File: src/rtl/ex_stage_pipe.sv
// ex_stage_pipe: execute stage with EX/MEM output register, RV32M mul/div, branch redirect and flush
module ex_stage_pipe #(
  parameter int XLEN = 32,
  parameter int FAST_MUL = 0
) (
  input  logic            clk,
  input  logic            rst_n,
  input  logic            flush_I,
  input  logic            in_valid_I,
  output logic            in_ready_O,
  input  logic [3:0]      ALUctl_EX_I,
  input  logic            md_en_EX_I,
  input  logic            br_en_EX_I,
  input  logic            jal_EX_I,
  input  logic            jalr_EX_I,
  input  logic            ALUSrc_EX_I,
  input  logic [XLEN-1:0] pc_EX_I,
  input  logic [XLEN-1:0] imme_EX_I,
  input  logic [XLEN-1:0] Rd_data1_EX_I,
  input  logic [XLEN-1:0] Rd_data2_EX_I,
  output logic            out_valid_O,
  input  logic            out_ready_I,
  output logic [XLEN-1:0] result_EX_O,
  output logic [XLEN-1:0] Rd_data2_EX_O,
  output logic            redirect_O,
  output logic [XLEN-1:0] pc_new_EX_O
);
  localparam int SW = $clog2(XLEN);
  localparam logic [XLEN-1:0] int_min = {1'b1, {(XLEN-1){1'b0}}};
  typedef enum logic {IDLE, BUSY} state_t;
  state_t state;
  logic [SW:0] cnt;
  logic [2:0] f3, op;
  logic [XLEN-1:0] a, b, alu_b, alu, sra, hi, lo, opd, ua, ub, md1, md_res, qr, pc4, jt, pcn, res1;
  logic [2*XLEN-1:0] fp, p, pn;
  logic [XLEN:0] msum, dr, dsub;
  logic neg, sa, sb, an, bn, taken, div_zero, ovf, iter, acc, done, free, redir, ge;
  assign f3 = ALUctl_EX_I[2:0];
  assign a = Rd_data1_EX_I;
  assign b = Rd_data2_EX_I;
  assign alu_b = ALUSrc_EX_I ? imme_EX_I : b;
  assign free = !out_valid_O || out_ready_I;
  assign in_ready_O = state == IDLE && free && !flush_I;
  assign acc = in_valid_I && in_ready_O;
  assign done = state == BUSY && cnt == '0 && free;
  assign sra = $signed(a) >>> alu_b[SW-1:0];
  always_comb begin
    case (f3)
      3'b000: alu = ALUctl_EX_I[3] ? a - alu_b : a + alu_b;
      3'b001: alu = a << alu_b[SW-1:0];
      3'b010: alu = XLEN'($signed(a) < $signed(alu_b));
      3'b011: alu = XLEN'(a < alu_b);
      3'b100: alu = a ^ alu_b;
      3'b101: alu = ALUctl_EX_I[3] ? sra : a >> alu_b[SW-1:0];
      3'b110: alu = a | alu_b;
      default: alu = a & alu_b;
    endcase
  end
  assign taken = (f3[2] ? (f3[1] ? a < b : $signed(a) < $signed(b)) : a == b) ^ f3[0];
  assign pc4 = pc_EX_I + XLEN'(4);
  assign jt = a + imme_EX_I;
  assign redir = jal_EX_I || jalr_EX_I || (br_en_EX_I && taken);
  assign pcn = jalr_EX_I ? jt & ~XLEN'(1) : redir ? pc_EX_I + imme_EX_I : pc4;
  // operand signedness: div/rem signed unless func3[0]; mulh both, mulhsu rs1 only
  assign sa = f3[2] ? !f3[0] : f3[1] ^ f3[0];
  assign sb = f3[2] ? !f3[0] : f3[1:0] == 2'b01;
  assign an = sa && a[XLEN-1];
  assign bn = sb && b[XLEN-1];
  assign ua = an ? -a : a;
  assign ub = bn ? -b : b;
  assign div_zero = b == '0;
  assign ovf = sa && a == int_min && b == '1;
  assign fp = {{XLEN{an}}, a} * {{XLEN{bn}}, b};
  assign md1 = f3[2] ? (div_zero ? (f3[1] ? a : '1) : (f3[1] ? '0 : a))
                     : (f3[1:0] == 2'b00 ? fp[XLEN-1:0] : fp[2*XLEN-1:XLEN]);
  assign iter = md_en_EX_I && (f3[2] ? !(div_zero || ovf) : FAST_MUL == 0);
  assign res1 = (jal_EX_I || jalr_EX_I) ? pc4 : md_en_EX_I ? md1 : alu;
  assign msum = {1'b0, hi} + {1'b0, opd & {XLEN{lo[0]}}};
  assign dr = {hi, lo[XLEN-1]};
  assign dsub = dr - {1'b0, opd};
  assign ge = !dsub[XLEN];
  assign p = {hi, lo};
  assign pn = neg ? -p : p;
  assign qr = op[1] ? hi : lo;
  assign md_res = op[2] ? (neg ? -qr : qr) : (op[1:0] == 2'b00 ? pn[XLEN-1:0] : pn[2*XLEN-1:XLEN]);
  always_ff @(posedge clk or negedge rst_n) begin
    if (!rst_n) begin
      state <= IDLE;
      cnt <= '0;
      out_valid_O <= 1'b0;
      redirect_O <= 1'b0;
      result_EX_O <= '0;
      pc_new_EX_O <= '0;
      Rd_data2_EX_O <= '0;
      hi <= '0;
      lo <= '0;
      opd <= '0;
      op <= '0;
      neg <= 1'b0;
    end else if (flush_I) begin
      state <= IDLE;
      cnt <= '0;
      out_valid_O <= 1'b0;
      redirect_O <= 1'b0;
    end else begin
      if (acc && iter) begin
        state <= BUSY;
        cnt <= (SW+1)'(XLEN);
        hi <= '0;
        lo <= ua;
        opd <= ub;
        op <= f3;
        neg <= (f3[2] && f3[1]) ? an : an ^ bn;
      end else if (state == BUSY && cnt != '0) begin
        cnt <= cnt - (SW+1)'(1);
        hi <= op[2] ? (ge ? dsub[XLEN-1:0] : dr[XLEN-1:0]) : msum[XLEN:1];
        lo <= op[2] ? {lo[XLEN-2:0], ge} : {msum[0], lo[XLEN-1:1]};
      end else if (done) begin
        state <= IDLE;
      end
      if (acc && !iter) begin
        out_valid_O <= 1'b1;
        result_EX_O <= res1;
        redirect_O <= redir;
        pc_new_EX_O <= pcn;
        Rd_data2_EX_O <= b;
      end else if (done) begin
        out_valid_O <= 1'b1;
        result_EX_O <= md_res;
        redirect_O <= 1'b0;
      end else if (out_ready_I) begin
        out_valid_O <= 1'b0;
      end
    end
  end
endmodule

File: config.mk
export PLATFORM = sky130hd
export DESIGN_NAME = ex_stage_pipe
export DESIGN_NICKNAME = d
export VERILOG_FILES = /design/src/rtl/ex_stage_pipe.sv
export SDC_FILE = /design/constraint.sdc
export NUM_CORES = 2
export LEC_CHECK = 0
export ABC_CLOCK_PERIOD_IN_PS = 5700
export CAP_MARGIN = 5
export CORE_ASPECT_RATIO = 0.5
export CORE_MARGIN = 1
export CORE_UTILIZATION = 55
export CTS_CLUSTER_SIZE = 25
export DETAILED_ROUTE_END_ITERATION = 16
export PLACE_DENSITY = 0.73
export REMOVE_ABC_BUFFERS = 1
export SKIP_LAST_GASP = 1
export SLEW_MARGIN = 20
export SYNTH_ARGS = -nofsm -noshare
export SYNTH_HDL_FRONTEND = slang
export SYNTH_SLANG_ARGS = --single-unit
File: constraint.sdc
create_clock -name clk -period 5.7 [get_ports clk]
set_clock_uncertainty 0.2 [all_clocks]
set_input_delay 0.57 -clock clk [delete_from_list [all_inputs] [get_ports clk]]
set_output_delay 0.57 -clock clk [all_outputs]
set_load 0.1 [all_outputs]
======== Word-level counts from Yosys, hierarchy flattened ========
Index checks and enable logic that the tools add are counted.
word-level totals
  output and inout bits ................... 99
  register bits after elaboration ......... 205
  bits of input ports ..................... 142
cells by class
  muxes and demuxes ....................... 48
  $add $sub $neg .......................... 12
  bitwise operators ....................... 9
  reduce and logical (&&, ||, !) cells .... 42
  order comparisons ....................... 4
  shift-type cells ........................ 3
  eq/ne operators ......................... 11
  multipliers ............................. 1
operator list
  kind                   number
  $mux 32                27
  $pmux 32 s7            1
  $lt 32x32->1           4
  $add 32x32->32         3
  $neg 32->32            3
  $and 32x32->32         2
  $eq 32x32->1 const B   2
  $mul 33x33->64         1
  $mux 64                1
  $neg 64->64            1
  $add 32x32->33         1
  $sub 33x32->33         1
  $add 32x3->32 const B  1
  $eq 32x32->1           1
  $logic_not 32->1       1
  $or 32x32->32          1
  $shl 32x5->32          1
  $shr 32x5->32          1
  $sshr 32x5->32         1
  $sub 32x32->32         1
  $xor 32x32->32         1
  $mux 6                 3
  $mux 1                 16
  $logic_and 1x1->1      15
  other kinds (18)       40

======== Logic depth before layout (Yosys ltp) ========
  depth after elaboration ................. 12
  mapped depth ............................ 36

======== Worst setup path after synthesis ========
No wires, ideal clock.
  path type ............................... input port to flip-flop
  start ................................... input ALUctl_EX_I[1]
  end ..................................... register result_EX_O[28]
  data arrival time ....................... 9187 ps
  cell stages on the path ................. 34
  setup slack ............................. -3806 ps
  buffers on the path ..................... 3
  required time ........................... 5380 ps
  cells stage by stage .................... clkbuf_1 inv_1 ha_1 inv_1 o21ai_0 and2_0 clkbuf_1 buf_1 nand2_1 fa_1 fa_1 inv_1 fa_1 inv_1 fa_1 inv_1 fa_1 fa_1 fa_1 inv_1 fa_1 inv_1 ha_1 a21o_1 a21o_1 a21oi_1 o21ai_0 a31o_2 mux2i_1 o211ai_1 a21oi_1 nand3_1 o2111ai_1 and3_1
on the way
  word-level cells in the longest chain between the ends .. 12
  elaborated cells between the ends (all ways) .. 34
  classes of those cells .................. mul: 1; eq/ne: 7; mux: 12; bitwise: 1; reduce/logical: 13
RTL lines
  item                                                                     line  text
  start, declared                                                          11    input logic [3:0] ALUctl_EX_I,
  parallel branches: the longest is 12 deep, another holds $mul 33x33->64  -
  end signal, assigned                                                     123   result_EX_O <= res1;
  end signal, assigned                                                     129   result_EX_O <= md_res;
  end, declared                                                            23    output logic [XLEN-1:0] result_EX_O,
Several ways; the timed one is not identified.
A chain may end at the register's enable or synchronous reset.

======== Worst setup path in the final report ========
  start ................................... input Rd_data1_EX_I[1]
  end ..................................... register result_EX_O[6]
on the way
  word-level cells in the longest chain between the ends .. 11
  elaborated cells between the ends (all ways) .. 25
  classes of those cells .................. add/sub: 2; mul: 1; eq/ne: 1; shift: 3; mux: 9; reduce/logical: 9
RTL lines
  item                                                                     line  text
  start, declared                                                          19    input logic [XLEN-1:0] Rd_data1_EX_I,
  parallel branches: the longest is 11 deep, another holds $mul 33x33->64  -
Several ways; the timed one is not identified.

==> results.json <==
{
  "run_status": "finished, violations left",
  "violations": "negative setup slack",
  "avgSynthCellArea_sq_um": 7.92,
  "cts_max_level": 1,
  "tns_ns": -46.38,
  "place_congestion": 1.12,
  "overflow": 0,
  "setup_viol": 24,
  "setup_slack_ns": -2.23,
  "hold_viol": 0,
  "clockRootBuffer": "clkbuf_16",
  "synthArstFlopShare_pct": 100,
  "grt_usage_pct": 51.3,
  "slew_headroom_pct": 24.4,
  "yosysUniqueCellTypes": 88,
  "final_layout_size_suffix_gt1_share_pct": 16.4,
  "path_common_cell": "fa_1",
  "mostFrequentLayoutCells": "inv_1, nand2_1, fa_1",
  "slew_violations": 0,
  "clk_path_buf_depth": 3,
  "antenna_found_initial": 39,
  "start_util_pct": 55.8,
  "cts_tree": "done",
  "clock.fmax_ghz": 0.126,
  "grt_max_degree": 134,
  "synth_warnings": 0,
  "cap_violations": 0,
  "grt_pass1_wl_mm": 462,
  "final_common_cell": "inv_1",
  "die_w_microns": 498,
  "ant_nets": 0,
  "firstDrtPassIters": 8,
  "hpwl_mm": 261,
  "nets": 11000,
  "cp.required_ns": 5.99,
  "slowest_stage": "fa_1",
  "stdcell_count": 10900,
  "synth_top_area_share_pct": 33.1,
  "critical_path_class": "input pin to flop",
  "core_sq_um": 121000,
  "synth_top_cells_by_area": "fa_1, ha_1, inv_1",
  "vias": 70100,
  "ys_ff_latch": 205,
  "port_buffers": 240,
  "ios": 241,
  "post-route-drc-count": 0,
  "fin_crit_sh_pct": 139,
  "ys.flop_type": "dfrtp_1",
  "die_h_microns": 250,
  "wl_per_cell_microns": 29.8,
  "synth.yosys.seq_area_share_pct": 7.57,
  "endpoint_kind": "flop",
  "first_global_vias": 66800,
  "cpPeakStageDelay_ns": 0.57,
  "synth_top_area_cell": "fa_1",
  "hold-worst-slack_ns": 0.173,
  "first_iter_violations": 9847,
  "cts.sinks": 205,
  "fin_crit_ns": 7.93,
  "crit_fanout": 5,
  "worstPathArrival_ns": 8.22,
  "worstHoldPathType": "input pin to flop",
  "drt_wl_total_mm": 326,
  "clkLatencyLatePin_ns": 0.62,
  "placedCellCount": 10800,
  "syn_to_final_growth_pct": 20.7,
  "syn_inst": 8549,
  "syn_area_sq_um": 67700,
  "synth-edff-count": 0,
  "rsz0062_at_grt": "yes",
  "vias_per_cell": 6.41,
  "start_kind": "input pin",
  "numCtsBuffers": 28,
  "num_rows": 90,
  "cts.clk_slew.worst_paths_ns": 0.06,
  "die-area_sq_um": 125000,
  "tightestPinTransition_ns": 1.13
}
-- through the flow --
stage | utilization [%] | worst slack (ns) | cell area [sq um]
floorplan | - | -4.39 | 65600
global placement | 63.8 | -3.85 | 77500
detailed placement | 63.8 | -3.94 | 77500
CTS | 66.3 | -2.15 | 80500
global route | 67.3 | -2.39 | 81700
finish | 67.3 | -2.23 | 81700
-- final cells by class --
class | instances | area [sq um]
diodes | 24 | 60.1
clock buffers | 36 | 771
clock inverters | 15 | 188
fillers | 9807 | 39600
inverters | 1396 | 5300
multi-input cells | 6392 | 56900
flip-flops and latches | 205 | 5140
well taps | 1610 | 2010
repair buffers | 1250 | 11400
-- cell usage after synthesis, types with 12 or more instances --
master / number
clkbuf_1: 425
nor4_1: 40
o21a_1: 69
nand3_1: 98
nor2_1: 801
xnor2_1: 208
o22ai_1: 24
a211oi_1: 76
o211ai_1: 68
o2111ai_1: 25
dfrtp_1: 205
o31ai_1: 34
o221ai_1: 26
a221oi_1: 32
a31oi_1: 64
inv_1: 1369
or2_2: 20
a221o_1: 13
nor3b_1: 12
or4_1: 17
xor2_1: 94
nand2b_1: 37
nand4_1: 47
and2_1: 16
nand2_1: 1192
o311ai_0: 18
o21ai_0: 467
clkinv_1: 21
or3_1: 40
o41ai_1: 19
a22oi_1: 24
a21oi_1: 441
fa_1: 1119
o21bai_1: 32
a21o_1: 105
buf_1: 119
a2111oi_0: 24
and3_1: 51
nor2b_1: 34
nor3_1: 126
ha_1: 507
mux2i_1: 197
-- state kept, by name, indices dropped and copies added (netlist names) --
register and cells:
out_valid_O 1, opd 32, lo 32, hi 32, pc_new_EX_O 32, redirect_O 1
cnt 6, neg 1, state 1, op 3, result_EX_O 32, Rd_data2_EX_O 32
-- repair_timing --
action / 4_1_cts / 5_1_grt
buffers inserted: 62 / 41
pin swaps: 197 / 216
setup endpoints to repair: 24 / 24
hold endpoints to repair: 80 / 0
cloned: 5 / 2
gates resized for setup: 403 / 262
hold buffers: 1 / 0
-- routing by layer --
metal,track usage [%],vias up,wire [microns]
met2,66.9,5592,122000
met4,24.3,52,20000
met5,0.685,-,968
met3,25.7,1097,58900
met1,69.6,34200,124000
li1,-,29100,-
-- worst max-delay path, delay by kind of cell --
| kind | cells | cell delay, ns |
|---|---|---|
| adder cells (fa/ha/maj) | 9 | 3.98 |
| buffers and inverters | 10 | 1.47 |
| AND/OR/NAND/NOR | 5 | 0.92 |
| XOR/XNOR | 1 | 0.30 |
| AO/OA/AOI/OAI | 6 | 0.95 |
-- kinds of logic after synthesis --
kind of cell    after synthesis  synth area share (%)
buf+inv                    1952                  10.8
flops                       205                  7.57
fa+ha+maj                  1626                  42.4
simple gates               2569                  16.2
mux                         215                  3.39
xor+xnor                    302                  3.90
compound gates             1680                  15.7
-- worst paths after layout --
kind	cells past startpoint	slack [ns]	startpoint	to
max	31	-2.23	Rd_data1_EX_I[1]	result_EX_O[6]
min	4	0.17	ALUctl_EX_I[0]	op[0]
max reg2reg	11	0.60	hi[0]	result_EX_O[29]
min reg2reg	2	0.28	pc_new_EX_O[18]	pc_new_EX_O[18]
max in group asynchronous	3	3.55	rst_n	Rd_data2_EX_O[27]
min in group asynchronous	2	0.33	rst_n	pc_new_EX_O[22]
Power is left out: the tool's default activity adds up to more than one toggle a clock period on the data nets, which glitch-free logic cannot reach.
